--- config.mk ---
export PLATFORM = sky130hd
export DESIGN_NAME = mult_arbiter_flat
export DESIGN_NICKNAME = d
export VERILOG_FILES = /design/src/rtl/mult_arbiter_pkg.sv /design/src/rtl/mult_arbiter_if.sv /design/src/rtl/mult_arbiter_rr.sv /design/src/rtl/mult_arbiter.sv /design/src/flat_wrapper.sv
export SDC_FILE = /design/constraint.sdc
export NUM_CORES = 1
export LEC_CHECK = 0
export ABC_AREA = 1
export CORE_ASPECT_RATIO = 1.4
export CORE_UTILIZATION = 28
export DETAILED_ROUTE_END_ITERATION = 6
export SYNTH_ARGS = -nofsm -noshare
export SYNTH_HDL_FRONTEND = slang
export SYNTH_HIERARCHICAL = 1
export SYNTH_SLANG_ARGS = --single-unit
--- constraint.sdc ---
create_clock -name clk -period 2.7 [get_ports clk]
set_clock_uncertainty 0.05 [all_clocks]
set_input_delay 0.27 -clock clk [delete_from_list [all_inputs] [get_ports clk]]
set_output_delay 0.27 -clock clk [all_outputs]
set_load 0.005 [all_outputs]
--- src/rtl/mult_arbiter_pkg.sv ---
// Shared types and constants for the multiplier-sharing arbiter.
package mult_arbiter_pkg;

  localparam int unsigned MAX_CLIENTS = 8;
  localparam int unsigned OP_W        = 16;
  localparam int unsigned RES_W       = 32;

  typedef enum logic [1:0] {
    StIdle,
    StIssue,
    StWaitRdy,
    StDone
  } arb_state_t;

endpackage

--- src/rtl/mult_arbiter_if.sv ---
// Client-side and multiplier-side signals of the arbiter.
// master: the arbiter itself; slave: the clients plus the multiplier around it.
interface mult_arbiter_if #(
  parameter int unsigned N_CLIENTS = 4
);
  import mult_arbiter_pkg::*;

  logic [N_CLIENTS-1:0]      cli_req;
  logic [N_CLIENTS*OP_W-1:0] cli_arg_a;
  logic [N_CLIENTS-1:0]      cli_arg_a_parity;
  logic [N_CLIENTS*OP_W-1:0] cli_arg_b;
  logic [N_CLIENTS-1:0]      cli_arg_b_parity;
  logic [N_CLIENTS-1:0]      cli_ack;
  logic [N_CLIENTS-1:0]      cli_done;
  logic [RES_W-1:0]          cli_result;
  logic                      cli_result_parity;
  logic                      cli_parity_error;
  logic                      cli_timeout;

  logic                      m_req;
  logic [OP_W-1:0]           m_arg_a;
  logic [OP_W-1:0]           m_arg_b;
  logic                      m_arg_a_parity;
  logic                      m_arg_b_parity;
  logic                      m_ack;
  logic [RES_W-1:0]          m_result;
  logic                      m_result_parity;
  logic                      m_arg_parity_error;
  logic                      m_result_rdy;

  modport master (
    input  cli_req, cli_arg_a, cli_arg_a_parity, cli_arg_b, cli_arg_b_parity,
    output cli_ack, cli_done, cli_result, cli_result_parity, cli_parity_error, cli_timeout,
    output m_req, m_arg_a, m_arg_b, m_arg_a_parity, m_arg_b_parity,
    input  m_ack, m_result, m_result_parity, m_arg_parity_error, m_result_rdy
  );

  modport slave (
    output cli_req, cli_arg_a, cli_arg_a_parity, cli_arg_b, cli_arg_b_parity,
    input  cli_ack, cli_done, cli_result, cli_result_parity, cli_parity_error, cli_timeout,
    input  m_req, m_arg_a, m_arg_b, m_arg_a_parity, m_arg_b_parity,
    output m_ack, m_result, m_result_parity, m_arg_parity_error, m_result_rdy
  );

endinterface

--- src/rtl/mult_arbiter_rr.sv ---
// Combinational round-robin pick: first requester strictly after ptr_i, cyclically.
module mult_arbiter_rr #(
  parameter int unsigned N_CLIENTS = 4,
  parameter int unsigned IdxW      = $clog2(N_CLIENTS)
) (
  input  logic [N_CLIENTS-1:0] req_i,
  input  logic [IdxW-1:0]      ptr_i,
  output logic [N_CLIENTS-1:0] gnt_o,
  output logic [IdxW-1:0]      idx_o,
  output logic                 any_o
);

  logic [IdxW-1:0] cand;
  logic            found;

  // Scan N_CLIENTS positions starting one past the last winner.
  always_comb begin
    gnt_o = '0;
    idx_o = '0;
    found = 1'b0;
    cand  = '0;
    for (int unsigned off = 1; off <= N_CLIENTS; off++) begin
      cand = IdxW'((32'(ptr_i) + off) % N_CLIENTS);
      if (!found && req_i[cand]) begin
        found       = 1'b1;
        gnt_o[cand] = 1'b1;
        idx_o       = cand;
      end
    end
    any_o = found;
  end

endmodule

--- src/rtl/mult_arbiter.sv ---
// Round-robin sharing of one parity-checked multiplier among N_CLIENTS requesters,
// with operand latching, handshake sequencing and stall timeout.
module mult_arbiter
  import mult_arbiter_pkg::*;
#(
  parameter int unsigned N_CLIENTS = 4,
  parameter int unsigned TIMEOUT   = 255
) (
  input logic           clk,
  input logic           rst,
  mult_arbiter_if.master bus
);

  localparam int unsigned IdxW = $clog2(N_CLIENTS);
  localparam int unsigned TmoW = (TIMEOUT > 1) ? $clog2(TIMEOUT) : 1;

  if (N_CLIENTS < 2 || N_CLIENTS > MAX_CLIENTS) begin : g_bad_clients
    $error("mult_arbiter: N_CLIENTS out of range");
  end

  arb_state_t           state_q, state_d;
  logic [IdxW-1:0]      rr_ptr_q, rr_ptr_d;
  logic [IdxW-1:0]      gnt_idx_q, gnt_idx_d;
  logic [TmoW-1:0]      tmo_cnt_q, tmo_cnt_d;
  logic [OP_W-1:0]      arg_a_q, arg_a_d, arg_b_q, arg_b_d;
  logic                 arg_a_par_q, arg_a_par_d, arg_b_par_q, arg_b_par_d;
  logic                 m_req_q, m_req_d;
  logic [N_CLIENTS-1:0] cli_ack_q, cli_ack_d, cli_done_q, cli_done_d;
  logic [RES_W-1:0]     result_q, result_d;
  logic                 res_par_q, res_par_d, par_err_q, par_err_d, timeout_q, timeout_d;

  logic [N_CLIENTS-1:0] rr_gnt;
  logic [IdxW-1:0]      rr_idx;
  logic                 rr_any;
  logic                 tmo_hit, m_acked, fin_ok, fin_abort;
  logic [N_CLIENTS-1:0] done_vec;

  mult_arbiter_rr #(
    .N_CLIENTS(N_CLIENTS),
    .IdxW     (IdxW)
  ) u_rr (
    .req_i(bus.cli_req),
    .ptr_i(rr_ptr_q),
    .gnt_o(rr_gnt),
    .idx_o(rr_idx),
    .any_o(rr_any)
  );

  assign tmo_hit  = (TIMEOUT != 0) && (tmo_cnt_q == TmoW'(TIMEOUT - 1));
  // Only an ack to a request we are actually presenting counts.
  assign m_acked  = bus.m_ack && m_req_q;
  assign done_vec = {{(N_CLIENTS-1){1'b0}}, 1'b1} << gnt_idx_q;

  // Next-state, operand/result capture and one-cycle pulse generation.
  always_comb begin
    state_d     = state_q;
    rr_ptr_d    = rr_ptr_q;
    gnt_idx_d   = gnt_idx_q;
    tmo_cnt_d   = tmo_cnt_q;
    arg_a_d     = arg_a_q;
    arg_b_d     = arg_b_q;
    arg_a_par_d = arg_a_par_q;
    arg_b_par_d = arg_b_par_q;
    m_req_d     = 1'b0;
    cli_ack_d   = '0;
    cli_done_d  = '0;
    result_d    = result_q;
    res_par_d   = res_par_q;
    par_err_d   = par_err_q;
    timeout_d   = timeout_q;
    fin_ok      = 1'b0;
    fin_abort   = 1'b0;

    unique case (state_q)
      StIdle: begin
        if (rr_any) begin
          gnt_idx_d   = rr_idx;
          arg_a_d     = bus.cli_arg_a[OP_W*rr_idx +: OP_W];
          arg_b_d     = bus.cli_arg_b[OP_W*rr_idx +: OP_W];
          arg_a_par_d = bus.cli_arg_a_parity[rr_idx];
          arg_b_par_d = bus.cli_arg_b_parity[rr_idx];
          cli_ack_d   = rr_gnt;
          timeout_d   = 1'b0;
          tmo_cnt_d   = '0;
          state_d     = StIssue;
        end
      end
      StIssue: begin
        tmo_cnt_d = tmo_cnt_q + TmoW'(1);
        if (m_acked) begin
          tmo_cnt_d = '0;
          if (bus.m_result_rdy) fin_ok = 1'b1;
          else                  state_d = StWaitRdy;
        end else if (tmo_hit) begin
          fin_abort = 1'b1;
        end else begin
          m_req_d = 1'b1;
        end
      end
      StWaitRdy: begin
        tmo_cnt_d = tmo_cnt_q + TmoW'(1);
        if (bus.m_result_rdy) fin_ok = 1'b1;
        else if (tmo_hit)     fin_abort = 1'b1;
      end
      StDone: begin
        rr_ptr_d = gnt_idx_q;
        state_d  = StIdle;
      end
      default: state_d = StIdle;
    endcase

    if (fin_ok) begin
      result_d   = bus.m_result;
      res_par_d  = bus.m_result_parity;
      par_err_d  = bus.m_arg_parity_error;
      cli_done_d = done_vec;
      state_d    = StDone;
    end
    if (fin_abort) begin
      result_d   = '0;
      res_par_d  = 1'b0;
      par_err_d  = 1'b0;
      timeout_d  = 1'b1;
      cli_done_d = done_vec;
      state_d    = StDone;
    end
  end

  // State and output registers; reset drops m_req immediately.
  always_ff @(posedge clk or posedge rst) begin
    if (rst) begin
      state_q     <= StIdle;
      rr_ptr_q    <= IdxW'(N_CLIENTS - 1);
      gnt_idx_q   <= '0;
      tmo_cnt_q   <= '0;
      arg_a_q     <= '0;
      arg_b_q     <= '0;
      arg_a_par_q <= 1'b0;
      arg_b_par_q <= 1'b0;
      m_req_q     <= 1'b0;
      cli_ack_q   <= '0;
      cli_done_q  <= '0;
      result_q    <= '0;
      res_par_q   <= 1'b0;
      par_err_q   <= 1'b0;
      timeout_q   <= 1'b0;
    end else begin
      state_q     <= state_d;
      rr_ptr_q    <= rr_ptr_d;
      gnt_idx_q   <= gnt_idx_d;
      tmo_cnt_q   <= tmo_cnt_d;
      arg_a_q     <= arg_a_d;
      arg_b_q     <= arg_b_d;
      arg_a_par_q <= arg_a_par_d;
      arg_b_par_q <= arg_b_par_d;
      m_req_q     <= m_req_d;
      cli_ack_q   <= cli_ack_d;
      cli_done_q  <= cli_done_d;
      result_q    <= result_d;
      res_par_q   <= res_par_d;
      par_err_q   <= par_err_d;
      timeout_q   <= timeout_d;
    end
  end

  assign bus.cli_ack           = cli_ack_q;
  assign bus.cli_done          = cli_done_q;
  assign bus.cli_result        = result_q;
  assign bus.cli_result_parity = res_par_q;
  assign bus.cli_parity_error  = par_err_q;
  assign bus.cli_timeout       = timeout_q;
  assign bus.m_req             = m_req_q;
  assign bus.m_arg_a           = arg_a_q;
  assign bus.m_arg_b           = arg_b_q;
  assign bus.m_arg_a_parity    = arg_a_par_q;
  assign bus.m_arg_b_parity    = arg_b_par_q;

endmodule

--- src/flat_wrapper.sv ---
// flat-port wrapper written by rule: the top's interface ports become plain ports
module mult_arbiter_flat import mult_arbiter_pkg::*;
#(
  parameter int unsigned N_CLIENTS = 4,
  parameter int unsigned TIMEOUT   = 255
)
  (clk, rst, bus_cli_req, bus_cli_arg_a, bus_cli_arg_a_parity, bus_cli_arg_b, bus_cli_arg_b_parity, bus_cli_ack, bus_cli_done, bus_cli_result, bus_cli_result_parity, bus_cli_parity_error, bus_cli_timeout, bus_m_req, bus_m_arg_a, bus_m_arg_b, bus_m_arg_a_parity, bus_m_arg_b_parity, bus_m_ack, bus_m_result, bus_m_result_parity, bus_m_arg_parity_error, bus_m_result_rdy);
  mult_arbiter_if #(.N_CLIENTS(N_CLIENTS)) bus_i ();
  input logic clk;
  input logic rst;
  input wire logic [$bits(bus_i.cli_req)-1:0] bus_cli_req;
  input wire logic [$bits(bus_i.cli_arg_a)-1:0] bus_cli_arg_a;
  input wire logic [$bits(bus_i.cli_arg_a_parity)-1:0] bus_cli_arg_a_parity;
  input wire logic [$bits(bus_i.cli_arg_b)-1:0] bus_cli_arg_b;
  input wire logic [$bits(bus_i.cli_arg_b_parity)-1:0] bus_cli_arg_b_parity;
  output wire logic [$bits(bus_i.cli_ack)-1:0] bus_cli_ack;
  output wire logic [$bits(bus_i.cli_done)-1:0] bus_cli_done;
  output wire logic [$bits(bus_i.cli_result)-1:0] bus_cli_result;
  output wire logic [$bits(bus_i.cli_result_parity)-1:0] bus_cli_result_parity;
  output wire logic [$bits(bus_i.cli_parity_error)-1:0] bus_cli_parity_error;
  output wire logic [$bits(bus_i.cli_timeout)-1:0] bus_cli_timeout;
  output wire logic [$bits(bus_i.m_req)-1:0] bus_m_req;
  output wire logic [$bits(bus_i.m_arg_a)-1:0] bus_m_arg_a;
  output wire logic [$bits(bus_i.m_arg_b)-1:0] bus_m_arg_b;
  output wire logic [$bits(bus_i.m_arg_a_parity)-1:0] bus_m_arg_a_parity;
  output wire logic [$bits(bus_i.m_arg_b_parity)-1:0] bus_m_arg_b_parity;
  input wire logic [$bits(bus_i.m_ack)-1:0] bus_m_ack;
  input wire logic [$bits(bus_i.m_result)-1:0] bus_m_result;
  input wire logic [$bits(bus_i.m_result_parity)-1:0] bus_m_result_parity;
  input wire logic [$bits(bus_i.m_arg_parity_error)-1:0] bus_m_arg_parity_error;
  input wire logic [$bits(bus_i.m_result_rdy)-1:0] bus_m_result_rdy;
  assign bus_i.cli_req = bus_cli_req;
  assign bus_i.cli_arg_a = bus_cli_arg_a;
  assign bus_i.cli_arg_a_parity = bus_cli_arg_a_parity;
  assign bus_i.cli_arg_b = bus_cli_arg_b;
  assign bus_i.cli_arg_b_parity = bus_cli_arg_b_parity;
  assign bus_cli_ack = bus_i.cli_ack;
  assign bus_cli_done = bus_i.cli_done;
  assign bus_cli_result = bus_i.cli_result;
  assign bus_cli_result_parity = bus_i.cli_result_parity;
  assign bus_cli_parity_error = bus_i.cli_parity_error;
  assign bus_cli_timeout = bus_i.cli_timeout;
  assign bus_m_req = bus_i.m_req;
  assign bus_m_arg_a = bus_i.m_arg_a;
  assign bus_m_arg_b = bus_i.m_arg_b;
  assign bus_m_arg_a_parity = bus_i.m_arg_a_parity;
  assign bus_m_arg_b_parity = bus_i.m_arg_b_parity;
  assign bus_i.m_ack = bus_m_ack;
  assign bus_i.m_result = bus_m_result;
  assign bus_i.m_result_parity = bus_m_result_parity;
  assign bus_i.m_arg_parity_error = bus_m_arg_parity_error;
  assign bus_i.m_result_rdy = bus_m_result_rdy;
  mult_arbiter #(.N_CLIENTS(N_CLIENTS), .TIMEOUT(TIMEOUT)) u_core (.clk(clk), .rst(rst), .bus(bus_i));
endmodule
==> out/qor.log, run 1 <==
qor: place.gp_routability_congestion 0.850
qor: critical_path.reg2reg_depth 14
qor: global_route.grt_overflow 0
qor: final_layout.nets_final 1,154
qor: final_layout.final_cell_count_no_fill 1,210
qor: critical_path.setup.worst_path.start_class flop
qor: min_path.worstHoldPathType in -> async
qor: sta.rsz_0062_raised_after_global_routing false
qor: sta.setup_tns 0 ns
qor: global_route.grt_start_max_net_pins 50
qor: sta.slew_headroom 56.0%
qor: floorplanning.core_area 18,600 um2
qor: outcome.run_status completed
qor: floorplanning.io-pin-count 256
qor: route.via_count 5,653
qor: final_layout.antenna_cells_inserted 0
qor: pwr.worst_vdd_rail_ir_drop 956 uV
qor: cts.clkLatencyLatePin 0.34 ns
qor: route.antenna_violating_nets_post_route 0
qor: floorplanning.fp-row-count 59
qor: cts.ctsHtreeMaxLevel 3
qor: sta.min_period_over_period 92.1%
qor: sta.setup_violations 0
qor: final_layout.final_design_area_no_fill 8690 um2
qor: synthesis.yosys_warnings 6
qor: route.postRouteWirelength 17,700 um
qor: sta.hold_violations 0
qor: final_layout.syn2layout_area_growth 63.8%
qor: cts.tritoncts_sinks 92
qor: cts.clock_tree_from_tritoncts done
qor: synthesis.total_of_flip_flops_plus_latches_after_synthesis 92
qor: global_route.grt_first_pass_wirelength 28,100 um
qor: sta.setup_slack 0.213 ns
qor: floorplanning.die_x 118 um
qor: route.viasPerCell 4.67
qor: critical_path.cell_mode_on_critical_path sky130_fd_sc_hd__nor2_1
qor: floorplanning.effective_utilization_at_floorplan 28.5%
qor: synthesis.synthDominantAreaCellType sky130_fd_sc_hd__dfrtp_1
qor: route.wire_per_inst 14.6 um
qor: critical_path.critical_path.cell_chain inv_8 > ha_4 > inv_2 > nand3_4 > nand2_4 > nor2_4 > nand3_2 > a21oi_4 > buf_12 > buf_16 > nor2_1 > nor2_1 > o21ai_0 > a31oi_1
qor: cts.cts_max_path_buffers 2
qor: cts.cts_inserted_buffers 9
qor: sta.whs 0.320 ns
qor: sta.tightestPinTransition 0.659 ns
qor: run.max_cap_violations 0
qor: critical_path.critical_path_peak_fanout 19
qor: place.placed_cell_area 8250 um2
qor: cts.ctsRootBufferMaster sky130_fd_sc_hd__clkbuf_16
qor: floorplanning.die-area 19,500 um2
qor: place.placed_cells_incl_taps 1,189
qor: synthesis.seq_area_frac_synth 43.4%
qor: sta.final_max_slew_viols 0
qor: place.port_buffers 255
qor: global_route.grt_util_all_layers 18.2%
qor: pwr.static-leakage-power 3.83 nW
qor: critical_path.category_of_the_most_critical_setup_path reg -> reg
qor: route.route.detailed.drc 0
qor: critical_path.crit_path_top_delay_cell sky130_fd_sc_hd__dfstp_2
qor: final_layout.n_fill_cell 1,895
qor: sta.final_period_minus_worst_setup_slack 2.49 ns
qor: synthesis.postSynthCellCount 705
qor: sta.max_freq 402 MHz
qor: synthesis.synthTopCellsByArea sky130_fd_sc_hd__dfrtp_1 (42%), sky130_fd_sc_hd__nand2_1 (9.5%), sky130_fd_sc_hd__nor2_1 (9.3%)
qor: route.detailedRoute.firstPassIterationCount 4
qor: critical_path.cp.arrival 2.71 ns
qor: synthesis.synth.top_cell.area_share 42.4%
qor: critical_path.critPathMaxStageDelay 0.59 ns
qor: cts.hold_buffers 0
qor: cts.path_clk_slew 0.07 ns
qor: floorplanning.die_h 165 um
qor: place.place.detailed.hpwl 13,400 um
qor: synthesis.syn_area 5310 um2
qor: final_layout.final_layout_size_suffix_gt1_share 8.80%
qor: critical_path.worst_setup_path_end_kind flop
qor: final_layout.layout.core_utilization 46.7%
qor: synthesis.synthesis.nets 898
qor: pwr.fin_total_pwr 11.1 mW
qor: route.first_iter_violations 219
qor: place.placement.setup.worst_slack 0.0492 ns
qor: pwr.p_per_area 1280 nW/um2
qor: global_route.first_global_vias 5,616
qor: critical_path.crit_required 2.92 ns
qor: global_route.grt_antenna_before_repair 0
qor: synthesis.synth.distinct_cells 34
qor: synthesis.synth_area_per_cell 7.53 um2
## cell usage after synthesis
master                     count
sky130_fd_sc_hd__a21oi_1      15
sky130_fd_sc_hd__a31oi_1      16
sky130_fd_sc_hd__nand2_1     135
sky130_fd_sc_hd__ha_1         15
sky130_fd_sc_hd__inv_2         3
sky130_fd_sc_hd__nand3_4       2
sky130_fd_sc_hd__nand2_4       4
sky130_fd_sc_hd__nand3b_1      1
sky130_fd_sc_hd__buf_2        18
sky130_fd_sc_hd__nand2_2       4
sky130_fd_sc_hd__nand3_1      93
sky130_fd_sc_hd__nor3_1        5
sky130_fd_sc_hd__buf_1         1
sky130_fd_sc_hd__o22ai_1      19
sky130_fd_sc_hd__and3_1        1
sky130_fd_sc_hd__nor2_1      131
sky130_fd_sc_hd__o21ai_2       1
sky130_fd_sc_hd__buf_6         6
sky130_fd_sc_hd__nand4_1       6
sky130_fd_sc_hd__dfstp_2       2
sky130_fd_sc_hd__inv_1        26
sky130_fd_sc_hd__clkbuf_1     21
sky130_fd_sc_hd__o21ai_1       2
sky130_fd_sc_hd__dfrtp_1      90
sky130_fd_sc_hd__o21ai_0      73
sky130_fd_sc_hd__nor2_2        1
sky130_fd_sc_hd__inv_8         1
sky130_fd_sc_hd__nand3_2       1
sky130_fd_sc_hd__a21boi_0      4
sky130_fd_sc_hd__clkinv_1      1
sky130_fd_sc_hd__nand2_8       1
sky130_fd_sc_hd__a21oi_2       1
sky130_fd_sc_hd__xor2_1        2
sky130_fd_sc_hd__nor2_4        3
## power by group
group	internal (mW)	switching, mW
Sequential	1.98	0.324
Combinational	3.44	3.97
Clock	0.817	0.559
## state kept, by name (all words and copies together) (netlist names)
name                          flops
u_core/bus.m_arg_b_parity         1
u_core/bus.cli_done               4
u_core/bus.cli_ack                4
u_core/state_q                    2
u_core/bus.m_arg_a_parity         1
u_core/bus.cli_timeout            1
u_core/tmo_cnt_q                  8
u_core/bus.m_arg_b               16
u_core/bus.m_req                  1
u_core/rr_ptr_q                   2
u_core/bus.cli_result            32
u_core/gnt_idx_q                  2
u_core/bus.cli_result_parity      1
u_core/bus.cli_parity_error       1
u_core/bus.m_arg_a               16
## per-layer routing
layer  vias up  global-route usage, %  share of wire (%)
met5         -                      0                  0
met4         0                   6.64                2.2
met3        21                   5.59                8.7
met2       244                   34.1                 52
met1      2533                   19.1                 37
li1       2855                      -                  -
## cell type report
| type | instances | area [um2] | area share [%] |
|---|---|---|---|
| sequential | 92 | 2300 | 26.5 |
| clock inverter | 7 | 97.6 | 1.12 |
| clock buffer | 9 | 225 | 2.59 |
| multi-input combinational | 536 | 2680 | 30.8 |
| timing repair buffer | 291 | 2950 | 33.9 |
| inverter | 31 | 130 | 1.50 |
| tap | 244 | 305 | 3.51 |
## cells in the final DEF, fill, tap and decap left out, types with 3 or more instances in the layout
master / count
sky130_fd_sc_hd__a21boi_0: 4
sky130_fd_sc_hd__a21oi_1: 13
sky130_fd_sc_hd__a31oi_1: 16
sky130_fd_sc_hd__buf_12: 5
sky130_fd_sc_hd__buf_4: 26
sky130_fd_sc_hd__clkbuf_16: 11
sky130_fd_sc_hd__clkdlybuf4s50_1: 255
sky130_fd_sc_hd__clkinvlp_4: 3
sky130_fd_sc_hd__dfrtp_1: 90
sky130_fd_sc_hd__ha_1: 14
sky130_fd_sc_hd__inv_1: 25
sky130_fd_sc_hd__inv_2: 3
sky130_fd_sc_hd__nand2_1: 134
sky130_fd_sc_hd__nand2_2: 5
sky130_fd_sc_hd__nand2_4: 4
sky130_fd_sc_hd__nand3_1: 92
sky130_fd_sc_hd__nand4_1: 6
sky130_fd_sc_hd__nor2_1: 130
sky130_fd_sc_hd__nor2_4: 3
sky130_fd_sc_hd__nor3_1: 5
sky130_fd_sc_hd__o21ai_0: 65
sky130_fd_sc_hd__o21ai_1: 10
sky130_fd_sc_hd__o22ai_1: 18
## cell families after synthesis
kind of cell / synth area share, %
buffers and inverters: 6.86
and+or+nand+nor: 32.3
xor gates and xnor gates: 0.330
AOI/OAI and AO/OA: 13.5
DFF: 43.4
adders and majority gates: 3.54
## timing repair
| item | CTS | global route |
|---|---|---|
| resized for setup | 0 | 20 |
| endpoints found under the setup margin | 0 | 32 |
| buffers inserted | 0 | 3 |
## critical path, delay by kind of cell, from the launching register on
kind            cells  cell delay, ns
fa+ha+maj           1            0.28
simple gates        6            0.56
flops               1            0.59
buf+inv             4            0.42
compound gates      3            0.53
## worst paths after layout
check | startpoint | slack (ns) | end
setup reg to reg | u_core/rr_ptr_q[0] | 0.21 | u_core/bus.m_arg_b_parity
max in group asynchronous | rst | 1.63 | u_core/rr_ptr_q[0]
hold reg to reg | u_core/bus.m_arg_a[6] | 0.43 | u_core/bus.m_arg_a[6]
hold / removal | rst | 0.32 | u_core/bus.cli_result[22]
setup / recovery | u_core/rr_ptr_q[0] | 0.21 | u_core/bus.m_arg_b_parity
min in group clk | u_core/bus.m_arg_a[6] | 0.43 | u_core/bus.m_arg_a[6]
Note: power is estimated with default switching activity, not from simulation.
==> inputs of run 2 (changes only) <==
--- a/config.mk
+++ b/config.mk
@@ -9,7 +9,7 @@
 export CORE_ASPECT_RATIO = 1.4
 export CORE_UTILIZATION = 28
 export DETAILED_ROUTE_END_ITERATION = 6
+export SLEW_MARGIN = 20
 export SYNTH_ARGS = -nofsm -noshare
 export SYNTH_HDL_FRONTEND = slang
-export SYNTH_HIERARCHICAL = 1
 export SYNTH_SLANG_ARGS = --single-unit
==> run 2 against run 1 <==
Clock-buffer cell count unchanged. Die area rose by 7.6%. Worst setup slack improved by 0.11 ns. Highest routed layer unchanged. Combinational power decreased by 11%. Register-to-register slack better by 0.11 ns.
==> out/qor.log, run 2 <==
qor: place.placed_cell_area 8590 um2 [+4.1%]
qor: route.antenna_violating_nets_post_route 0 [unchanged]
qor: cts.cts_inserted_buffers 9 [unchanged]
qor: critical_path.worst_setup_path_end_kind flop
qor: sta.min_period_over_period 87.9% [-4.2 points]
qor: route.detailedRoute.firstPassIterationCount 4 [unchanged]
qor: sta.whs 0.219 ns [-0.100 ns]
qor: route.first_iter_violations 209 [-4.6%]
qor: route.postRouteWirelength 17,700 um [+0.20%]
qor: final_layout.layout_common_cells sky130_fd_sc_hd__clkdlybuf4s50_1 (255), sky130_fd_sc_hd__nand2_1 (189), sky130_fd_sc_hd__inv_1 (156)
qor: floorplanning.fp-row-count 61 [+3.4%]
qor: final_layout.largest_register_ff_count 32 [unchanged]
qor: cts.path_clk_slew 0.07 ns [about the same]
qor: final_layout.multiInputGateArea 2590 um2 [-3.4%]
qor: sta.tightestPinTransition 0.605 ns [-0.0544 ns]
qor: critical_path.setup.worst_path.start_class flop
qor: synthesis.seq_area_frac_synth 40.3% [-3.1 points]
qor: final_layout.n_fill_cell 1,992 [+5.1%]
qor: sta.setup_violations 0 [unchanged]
qor: pwr.worst_vdd_rail_ir_drop 649 uV [-32%]
qor: sta.max_freq 421 MHz [+4.8%]
qor: route.via_count 5,752 [+1.8%]
qor: cts.clock_tree_from_tritoncts done
qor: floorplanning.die-area 21,000 um2 [+7.6%]
qor: synthesis.synth_area_per_cell 7.28 um2 [-3.3%]
qor: cts.clkLatencyLatePin 0.34 ns [about the same]
qor: critical_path.crit_required 2.87 ns [-0.05 ns]
qor: outcome.run_status completed
qor: pwr.p_per_area 1150 nW/um2 [-9.9%]
qor: floorplanning.die_x 123 um [+3.7%]
qor: place.port_buffers 255 [unchanged]
qor: cts.cts.repair_timing.setup_buffer_count 0 [unchanged]
qor: sta.hold_violations 0 [unchanged]
qor: synthesis.yosys_warnings 0 [-6]
qor: synthesis.post-synth-top-count-cell sky130_fd_sc_hd__nand2_1
qor: global_route.grt_first_pass_wirelength 27,700 um [-1.2%]
qor: cts.ctsHtreeMaxLevel 3 [unchanged]
qor: route.viasPerCell 4.46 [-4.6%]
qor: sta.setup_tns 0 ns [unchanged]
qor: place.place.detailed.hpwl 13,300 um [-0.82%]
qor: synthesis.synth.top_cell.area_share 39.4% [-3.0 points]
qor: global_route.grt_start_max_net_pins 56 [+12%]
qor: route.wire_per_inst 13.7 um [-6.1%]
qor: synthesis.dominantRegCellSynth sky130_fd_sc_hd__dfrtp_1
qor: synthesis.asyncSetResetFlopFracSynth 100% [unchanged]
qor: synthesis.total_of_flip_flops_plus_latches_after_synthesis 92 [unchanged]
qor: route.route.detailed.drc 0 [unchanged]
qor: synthesis.synthesis.nets 977 [+8.8%]
qor: final_layout.final_layout_size_suffix_gt1_share 6.55% [-2.2 points]
qor: synthesis.syn_area 5720 um2 [+7.7%]
qor: sta.final_max_slew_viols 0 [unchanged]
qor: cts.tritoncts_sinks 92 [unchanged]
qor: synthesis.synthTopCellsByArea sky130_fd_sc_hd__dfrtp_1 (39%), sky130_fd_sc_hd__nand2_1 (12%), sky130_fd_sc_hd__nand3_1 (12%)
qor: critical_path.cp.arrival 2.54 ns [-0.17 ns]
qor: critical_path.critical_path_peak_fanout 27 [+8]
qor: place.gp_routability_congestion 0.833 [-1.9%]
qor: final_layout.layout.core_utilization 45.0% [-1.7 points]
qor: global_route.first_global_vias 5,607 [-0.16%]
qor: sta.final_period_minus_worst_setup_slack 2.37 ns [-0.113 ns]
qor: sta.slew_headroom 59.6% [+3.7 points]
qor: final_layout.final_design_area_no_fill 8960 um2 [+3.1%]
qor: global_route.grt_util_all_layers 17.1% [-1.1 points]
qor: final_layout.mostFrequentLayoutCell sky130_fd_sc_hd__clkdlybuf4s50_1
qor: cts.ctsRootBufferMaster sky130_fd_sc_hd__clkbuf_16
qor: critical_path.category_of_the_most_critical_setup_path reg -> reg
qor: synthesis.synthDominantAreaCellType sky130_fd_sc_hd__dfrtp_1
qor: run.max_cap_violations 0 [unchanged]
qor: sta.rsz_0062_raised_after_global_routing false
qor: synthesis.postSynthCellCount 785 [+11%]
qor: global_route.grt_antenna_before_repair 0 [unchanged]
qor: cts.cts_max_path_buffers 2 [unchanged]
qor: final_layout.nets_final 1,225 [+6.2%]
qor: floorplanning.die_h 171 um [+3.7%]
qor: synthesis.synth_common_cells sky130_fd_sc_hd__nand2_1 (190), sky130_fd_sc_hd__inv_1 (158), sky130_fd_sc_hd__nand3_1 (141)
qor: floorplanning.core_area 19,900 um2 [+7.1%]
qor: final_layout.sequential_cell_area 2300 um2 [unchanged]
qor: pwr.static-leakage-power 4.43 nW [+16%]
qor: floorplanning.io-pin-count 256 [unchanged]
qor: place.placement.setup.worst_slack 0.171 ns [+0.122 ns]
qor: final_layout.syn2layout_area_growth 56.8%
qor: synthesis.post_synth_edffs 0 [unchanged]
qor: floorplanning.effective_utilization_at_floorplan 28.7% [+0.17 points]
qor: sta.setup_slack 0.326 ns [+0.113 ns]
qor: global_route.grt_overflow 0 [unchanged]
qor: synthesis.synth.distinct_cells 34 [unchanged]
qor: min_path.worstHoldPathType in -> async
[run 2: cell families after synthesis]
logic type | share of synthesized area (%)
compound gates | 11.0
simple gates | 30.8
flops | 40.3
buf+inv | 14.8
fa+ha+maj | 3.06
[run 2: worst paths after layout]
check | startpoint | cells past startpoint | slack, ns | end
worst max-delay path | u_core.rr_ptr_q[0] | 14 | 0.33 | u_core.bus.m_arg_b[11]
worst max register to register | u_core.rr_ptr_q[0] | 14 | 0.33 | u_core.bus.m_arg_b[11]
worst min register to register | u_core.bus.cli_timeout | 2 | 0.43 | u_core.bus.cli_timeout
worst min-delay path | rst | 2 | 0.22 | u_core.bus.cli_parity_error
max in group asynchronous | rst | 3 | 1.74 | u_core.rr_ptr_q[0]
min in group clk | u_core.bus.cli_timeout | 2 | 0.43 | u_core.bus.cli_timeout
[run 2: power by group]
part	switching, mW	total [mW]	internal, mW
Clock	0.579	1.40	0.817
Combinational	3.65	6.62	2.97
Sequential	0.302	2.29	1.99
Total	4.53	10.3	5.78
[run 2: layout make-up]
type / count / area share (%)
tap: 252 / 3.52
multi-input combinational: 490 / 28.9
clock inverter: 7 / 1.10
inverter: 165 / 6.98
antenna: 1 / 0.0279
timing repair buffer: 275 / 31.2
clock buffer: 9 / 2.51
sequential: 92 / 25.7
[run 2: metrics by stage]
step           std cells  total power [mW]
2_1_floorplan        785              6.42
3_3_place_gp        1273              8.73
3_5_place_dp        1273              8.82
4_1_cts             1289              10.3
5_1_grt             1290              11.4
6_report            1291              10.3
[run 2: routing by layer]
layer | vias up | routed length [um] | GRT usage (%)
met2 | 173 | 9380 | 31.6
li1 | 2945 | - | -
met3 | 27 | 983 | 3.20
met1 | 2607 | 6890 | 18.7
met4 | 0 | 492 | 7.64
met5 | - | 0 | 0
[run 2: critical path: stages, from the launching register on]
cell                        delay (ns)
sky130_fd_sc_hd__dfstp_2          0.55
sky130_fd_sc_hd__inv_4            0.07
sky130_fd_sc_hd__ha_4             0.25
sky130_fd_sc_hd__inv_2            0.07
sky130_fd_sc_hd__nand3_1          0.07
sky130_fd_sc_hd__nand2_1          0.09
sky130_fd_sc_hd__inv_2            0.08
sky130_fd_sc_hd__a21oi_4          0.15
sky130_fd_sc_hd__inv_2            0.05
sky130_fd_sc_hd__nand2_2          0.12
sky130_fd_sc_hd__nand2_8          0.13
sky130_fd_sc_hd__clkbuf_16        0.21
sky130_fd_sc_hd__or2_1            0.21
sky130_fd_sc_hd__nand3_1          0.07
sky130_fd_sc_hd__nand3_1          0.07
[run 2: what timing repair did]
| item | in CTS | in global routing |
|---|---|---|
| endpoints found under the setup margin | 0 | 31 |
| resized for setup | 0 | 4 |
| hold buffers | 0 | 0 |
